===== config.mk =====
export PLATFORM = sky130hd
export DESIGN_NAME = core_opr
export DESIGN_NICKNAME = d
export VERILOG_FILES = /design/src/rtl/core_pkg.sv /design/src/rtl/core_opr_scoreboard.sv /design/src/rtl/core_opr.sv
export SDC_FILE = /design/constraint.sdc
export NUM_CORES = 1
export LEC_CHECK = 0
export ABC_AREA = 1
export BUFFER_PORTS_ARGS = -buffer_cell sky130_fd_sc_hd__buf_2
export CAP_MARGIN = 20
export CORE_AREA = 3 3 121 123
export DETAILED_ROUTE_END_ITERATION = 6
export DIE_AREA = 0 0 124 126
export PLACE_DENSITY = 0.74
export RECOVER_POWER = 25
export SLEW_MARGIN = 20
export SYNTH_ARGS = -nofsm -noshare
export SYNTH_HDL_FRONTEND = slang
export SYNTH_SLANG_ARGS = --single-unit

===== constraint.sdc =====
create_clock -name clk_i -period 2 [get_ports clk_i]
set_clock_uncertainty 0.05 [all_clocks]
set_input_delay 0.1 -clock clk_i [delete_from_list [all_inputs] [get_ports clk_i]]
set_output_delay 0.1 -clock clk_i [all_outputs]
set_load 0.01 [all_outputs]

===== src/rtl/core_pkg.sv =====
// Shared widths, writeback port count and issue-slot payload for the TOY core operand stage.
`ifndef SSC_EX
`define SSC_EX 1
`endif
`ifndef SSC_MEM
`define SSC_MEM 1
`endif

package core_pkg;

    localparam int unsigned NUM_WB_PORTS = `SSC_EX + `SSC_MEM;
    localparam int unsigned NUM_REGS     = 16;
    localparam int unsigned REG_IDX_W    = 4;
    localparam int unsigned XLEN         = 16;

    typedef logic [REG_IDX_W-1:0] reg_idx_t;
    typedef logic [XLEN-1:0]      word_t;

    typedef struct packed {
        word_t    insn;
        word_t    a;
        word_t    b;
        reg_idx_t rd;
        logic     rd_en;
    } opr_issue_t;

endpackage


===== src/rtl/core_opr_scoreboard.sv =====
// Pending-write scoreboard: one bit per architectural register, set by issue, cleared by
// writeback or by flushing the issue slot; same-cycle set beats clear (younger writer wins).
module core_opr_scoreboard
    import core_pkg::*;
#(
    parameter int unsigned WB_PORTS = NUM_WB_PORTS
) (
    input  logic                                clk_i,
    input  logic                                arst_ni,
    input  logic                                set_en_i,
    input  reg_idx_t                            set_idx_i,
    input  logic                                kill_en_i,
    input  reg_idx_t                            kill_idx_i,
    input  logic [WB_PORTS-1:0]                 wb_en_i,
    input  logic [WB_PORTS-1:0][REG_IDX_W-1:0]  wb_addr_i,
    output logic [NUM_REGS-1:0]                 pending_o,
    output logic [NUM_REGS-1:0]                 wb_hit_o
);

    logic [NUM_REGS-1:0] pending_q, pending_d;
    logic [NUM_REGS-1:0] wb_hit;

    always_comb begin
        wb_hit = '0;
        for (int p = 0; p < int'(WB_PORTS); p++) begin
            if (wb_en_i[p]) wb_hit[wb_addr_i[p]] = 1'b1;
        end
    end

    always_comb begin
        pending_d = pending_q & ~wb_hit;
        if (kill_en_i) pending_d[kill_idx_i] = 1'b0;
        if (set_en_i)  pending_d[set_idx_i]  = 1'b1;
        // R0 is never written, so it can never be pending
        pending_d[0] = 1'b0;
    end

    always_ff @(posedge clk_i or negedge arst_ni) begin
        if (!arst_ni) pending_q <= '0;
        else          pending_q <= pending_d;
    end

    assign pending_o = pending_q;
    assign wb_hit_o  = wb_hit;

endmodule


===== src/rtl/core_opr.sv =====
// Operand read/issue: RAW/WAW hazard check, writeback forwarding, registered issue slot.
// Decode-to-issue latency 1 cycle; dec_ready_o drops on hazard, flush, or full slot not draining.
module core_opr
    import core_pkg::*;
#(
    parameter int unsigned WB_PORTS = NUM_WB_PORTS
) (
    input  logic                                clk_i,
    input  logic                                arst_ni,
    input  logic                                flush_i,
    input  logic                                dec_valid_i,
    output logic                                dec_ready_o,
    input  logic [XLEN-1:0]                     dec_insn_i,
    input  logic [REG_IDX_W-1:0]                dec_rs_i,
    input  logic [REG_IDX_W-1:0]                dec_rt_i,
    input  logic [REG_IDX_W-1:0]                dec_rd_i,
    input  logic                                dec_rd_en_i,
    output logic [REG_IDX_W-1:0]                ra_addr_o,
    output logic [REG_IDX_W-1:0]                rb_addr_o,
    input  logic [XLEN-1:0]                     ra_data_i,
    input  logic [XLEN-1:0]                     rb_data_i,
    input  logic [WB_PORTS-1:0]                 wb_en_i,
    input  logic [WB_PORTS-1:0][REG_IDX_W-1:0]  wb_addr_i,
    input  logic [WB_PORTS-1:0][XLEN-1:0]       wb_data_i,
    output logic                                iss_valid_o,
    input  logic                                iss_ready_i,
    output logic [XLEN-1:0]                     iss_insn_o,
    output logic [XLEN-1:0]                     iss_a_o,
    output logic [XLEN-1:0]                     iss_b_o,
    output logic [REG_IDX_W-1:0]                iss_rd_o,
    output logic                                iss_rd_en_o
);

    logic [NUM_REGS-1:0] pending;
    logic [NUM_REGS-1:0] wb_hit;
    logic                rs_rdy, rt_rdy, waw, stall, accept;
    word_t               opa, opb;
    opr_issue_t          iss_q, iss_d;
    logic                iss_valid_q, iss_valid_d;

    assign ra_addr_o = dec_rs_i;
    assign rb_addr_o = dec_rt_i;

    // A same-cycle writeback both satisfies a source and retires the older writer of rd
    assign rs_rdy = (dec_rs_i == '0) | ~pending[dec_rs_i] | wb_hit[dec_rs_i];
    assign rt_rdy = (dec_rt_i == '0) | ~pending[dec_rt_i] | wb_hit[dec_rt_i];
    assign waw    = dec_rd_en_i & (dec_rd_i != '0) & pending[dec_rd_i] & ~wb_hit[dec_rd_i];
    assign stall  = ~rs_rdy | ~rt_rdy | waw;

    assign dec_ready_o = ~stall & ~flush_i & (~iss_valid_q | iss_ready_i);
    assign accept      = dec_valid_i & dec_ready_o;

    core_opr_scoreboard #(
        .WB_PORTS (WB_PORTS)
    ) u_sb (
        .clk_i      (clk_i),
        .arst_ni    (arst_ni),
        .set_en_i   (accept & dec_rd_en_i & (dec_rd_i != '0)),
        .set_idx_i  (dec_rd_i),
        .kill_en_i  (flush_i & iss_valid_q & iss_q.rd_en),
        .kill_idx_i (iss_q.rd),
        .wb_en_i    (wb_en_i),
        .wb_addr_i  (wb_addr_i),
        .pending_o  (pending),
        .wb_hit_o   (wb_hit)
    );

    // Ascending scan so the highest-numbered matching port wins, as in the ARF
    always_comb begin
        opa = ra_data_i;
        opb = rb_data_i;
        for (int p = 0; p < int'(WB_PORTS); p++) begin
            if (wb_en_i[p] && (wb_addr_i[p] == dec_rs_i)) opa = wb_data_i[p];
            if (wb_en_i[p] && (wb_addr_i[p] == dec_rt_i)) opb = wb_data_i[p];
        end
        if (dec_rs_i == '0) opa = '0;
        if (dec_rt_i == '0) opb = '0;
    end

    always_comb begin
        iss_valid_d = iss_valid_q;
        iss_d       = iss_q;
        if (flush_i) begin
            iss_valid_d = 1'b0;
        end else if (accept) begin
            iss_valid_d = 1'b1;
            iss_d.insn  = dec_insn_i;
            iss_d.a     = opa;
            iss_d.b     = opb;
            iss_d.rd    = dec_rd_i;
            iss_d.rd_en = dec_rd_en_i;
        end else if (iss_ready_i) begin
            iss_valid_d = 1'b0;
        end
    end

    always_ff @(posedge clk_i or negedge arst_ni) begin
        if (!arst_ni) begin
            iss_valid_q <= 1'b0;
            iss_q       <= '0;
        end else begin
            iss_valid_q <= iss_valid_d;
            iss_q       <= iss_d;
        end
    end

    assign iss_valid_o = iss_valid_q;
    assign iss_insn_o  = iss_q.insn;
    assign iss_a_o     = iss_q.a;
    assign iss_b_o     = iss_q.b;
    assign iss_rd_o    = iss_q.rd;
    assign iss_rd_en_o = iss_q.rd_en;

endmodule


==> run metrics <==
status=complete, but fails checks; failing checks=setup timing; Mapped Nets=984; CP startpoint kind=register; top post-synthesis cells by area=dfrtp_1 32%, nand2_1 19%, nand3_1 7.3%, o21ai_0 6.7%, inv_1 5.8%; fillers=1349; Seq/Total Area, Yosys=31.6%; final instance area=8090 µm²; Leak=4.37 nW; first-pass GRT wire length=31900 µm; #FFs+latches synth=69; sequential share of power=34.3%; initial drt markers=595; Post-DRT Antenna Nets=0; register area=1730 µm²; Die Y=126 µm; I/O pin cnt=171; net load switching power=2.02 mW; leading cell types in the layout, fill and taps excluded=232 x nand2_1, 167 x buf_2, 78 x inv_1; Fmax=0.477 GHz; synthesized area=5470 µm²; TritonCTS buffer count=9; IO buf count=170; routability congestion estimate=1.02; TritonCTS clock tree=done; Pwr Density=705 nW/µm²; ANT cells=0; gr ovfl total=0; nets=1223; distinct cell type count of the synthesized netlist=34; mux cell area share after synthesis=0%; worst skew pair latency=0.34 ns; cell accounting for the most synthesized area=dfrtp_1; routed length per instance=16.2 µm; Starting Density=39.7%; Residual DRC=0; Synth Area in XOR/XNOR=0.320%; # setup viols final=61; Longest Clk Path Bufs=2; Final Hold Fails=0; commonest non-fill, non-tap cell in the layout=nand2_1; Slew Viols, Final=0; actual slew at the worst max-slew pin=0.648 ns; Sink Count=69; final WL=21100 µm; Comb pwr share=35.4%; via count=6844; die width=124 µm; post-synthesis instance total=876; Worst EP arrival=2.27 ns; post-synthesis compound-gate area fraction=15.5%; largest family of logic cells by synthesized area=simple AND/OR/NAND/NOR gates; post-synthesis adder-cell area fraction=0%; post-DR vias/cell=5.26; Crit Path Max Fanout=13; required time worst endpoint=2.18 ns; largest net degree at the start of global routing=40; clock share of power=30.3%; Total GRT Usage=25.9%; VDD IR max=0.489 mV; fin crit share=105%; number of antenna violations at the first check in global routing=0; TritonRoute pass-1 iters=5; Syn. warnings=0; RSZ-0062 raised after global routing=yes; simple-gate share of the synthesized area=40.6%; num rows=43; area delta synth->final=48.0%; area of the multi-input gates=3380 µm²; element type at the critical path end=register; kind of critical path=register to register; htree depth=3; clk slew on worst S/H paths=0.06 ns; vias in the first global route=6313; Placed Area=7020 µm²; max cap viols=0; Slew HR=56.5%; type of the worst min-delay path=input pin to register; area of the core=13800 µm²; post-layout util=58.8%; placed instance count=1249; top-area cell type share of the netlist area=31.6%; Root Buffer Master=clkbuf_16; full die area=15600 µm²; Non-Filler Instances=1300; syn_area_per_cell=6.24 µm²; Final min period=2.10 ns; worst setup margin=-0.0967 ns; sw frac=35.5%; Cell Int Power=3.68 mW; hpwl dp=15500 µm; fraction of layout cells with a size suffix above 1=34.0%
==> power groups by stage <==
stage / logic [mW] / clock network, mW / registers, mW
floorplan: 0.761 / 0 / 2.01
global placement: 1.69 / 0 / 1.91
detailed placement: 1.72 / 0 / 1.91
CTS: 1.79 / 1.76 / 1.90
global route: 2.21 / 1.82 / 1.99
finish: 2.02 / 1.73 / 1.96
==> cells in the mapped netlist <==
cell type and instances:
a21oi_1 57, inv_1 85, xnor2_1 2, nor2_1 58, buf_1 1, o22ai_1 6
nor2_4 1, nor2_2 7, o21ai_1 7, buf_4 8, nand4_1 16, o2111ai_1 1
nor2_8 1, inv_2 12, nand3_1 80, a21boi_0 1, nor4_1 1, o211ai_1 5
o21ai_0 73, nand3b_1 32, nand2_1 277, buf_6 2, a221oi_1 1, buf_2 20
nor3_1 5, nand2_4 1, nand3_2 10, and2_1 1, clkbuf_2 1, a31oi_1 6
clkbuf_1 24, o221ai_1 3, dfrtp_1 69, clkinv_1 2
==> critical path, stage by stage (launching register included) <==
cell and delay (ns):
dfrtp_1 0.39, inv_2 0.08, nor2_2 0.04, a21oi_2 0.15, nand2_1 0.08, nand2_1 0.06, nand2_1 0.06, nor2_2 0.11
nor2_2 0.06, nand3_2 0.07, nand3_4 0.09, nor2_8 0.14, buf_12 0.15, nand2_8 0.10, clkbuf_16 0.22, nand2_1 0.07
nand2_1 0.05
==> path summary, 6_finish.rpt <==
| path | startpoint | end | slack [ns] | depth (start not counted) |
|---|---|---|---|---|
| min in group asynchronous | arst_ni | u_sb.pending_o[7] | 0.23 | 2 |
| max in group asynchronous | arst_ni | u_sb.pending_o[14] | 1.08 | 3 |
| hold reg to reg | iss_b_o[0] | iss_b_o[0] | 0.42 | 2 |
| setup reg to reg | u_sb.pending_o[7] | iss_insn_o[11] | -0.1 | 16 |
| hold / removal | dec_rd_i[1] | iss_rd_o[1] | 0.01 | 3 |
| setup / recovery | u_sb.pending_o[7] | iss_insn_o[11] | -0.1 | 16 |
==> layer usage <==
layer  global-route usage [%]  routed length, µm
met4                     6.44                488
met3                     6.24               1930
met2                     40.8               9880
met1                     35.8               8800
met5                        0                  0
==> registers in the layout, summed over array words and instances, names as in the netlist <==
signal,flops
iss_b_o,16
u_sb.pending_o,15
iss_insn_o,16
iss_rd_o,4
iss_a_o,16
iss_valid_o,1
iss_rd_en_o,1
==> logic make-up (layout without fill, tap and decap cells) <==
family	after synthesis	after routing
xor+xnor	2	2
buf+inv	155	399
simple gates	490	490
flops	69	69
compound gates	160	160
==> metrics by stage <==
step	hold WS (ns)	setup slack (ns)	total power, mW	setup TNS [ns]
6_report	0.0101	-0.0967	5.70	-3.64
2_1_floorplan	-0.246	0.247	2.77	0
3_3_place_gp	0.0538	-0.201	3.60	-10.77
5_1_grt	0.0216	-0.196	6.01	-9.19
4_1_cts	0.00205	-0.0842	5.45	-3.40
3_5_place_dp	0.0618	-0.153	3.63	-7.44
==> final cells by class <==
cell class,count,area share (%)
repair buffers,284,25.5
well taps,180,2.78
flip-flops and latches,69,21.4
clock buffers,9,2.78
multi-input cells,652,41.7
inverters,99,4.59
clock inverters,7,1.22
==> repair_timing <==
| item | 4_1_cts | 5_1_grt |
|---|---|---|
| pin swaps | 8 | 14 |
| gates resized for setup | 13 | 87 |
| endpoints found under the hold margin | 57 | 0 |
| gates cloned | 1 | 5 |
| hold buffers | 21 | 0 |
| setup endpoints to repair | 59 | 70 |
| setup buffers | 2 | 6 |
Power figures use the tool's default switching activity.
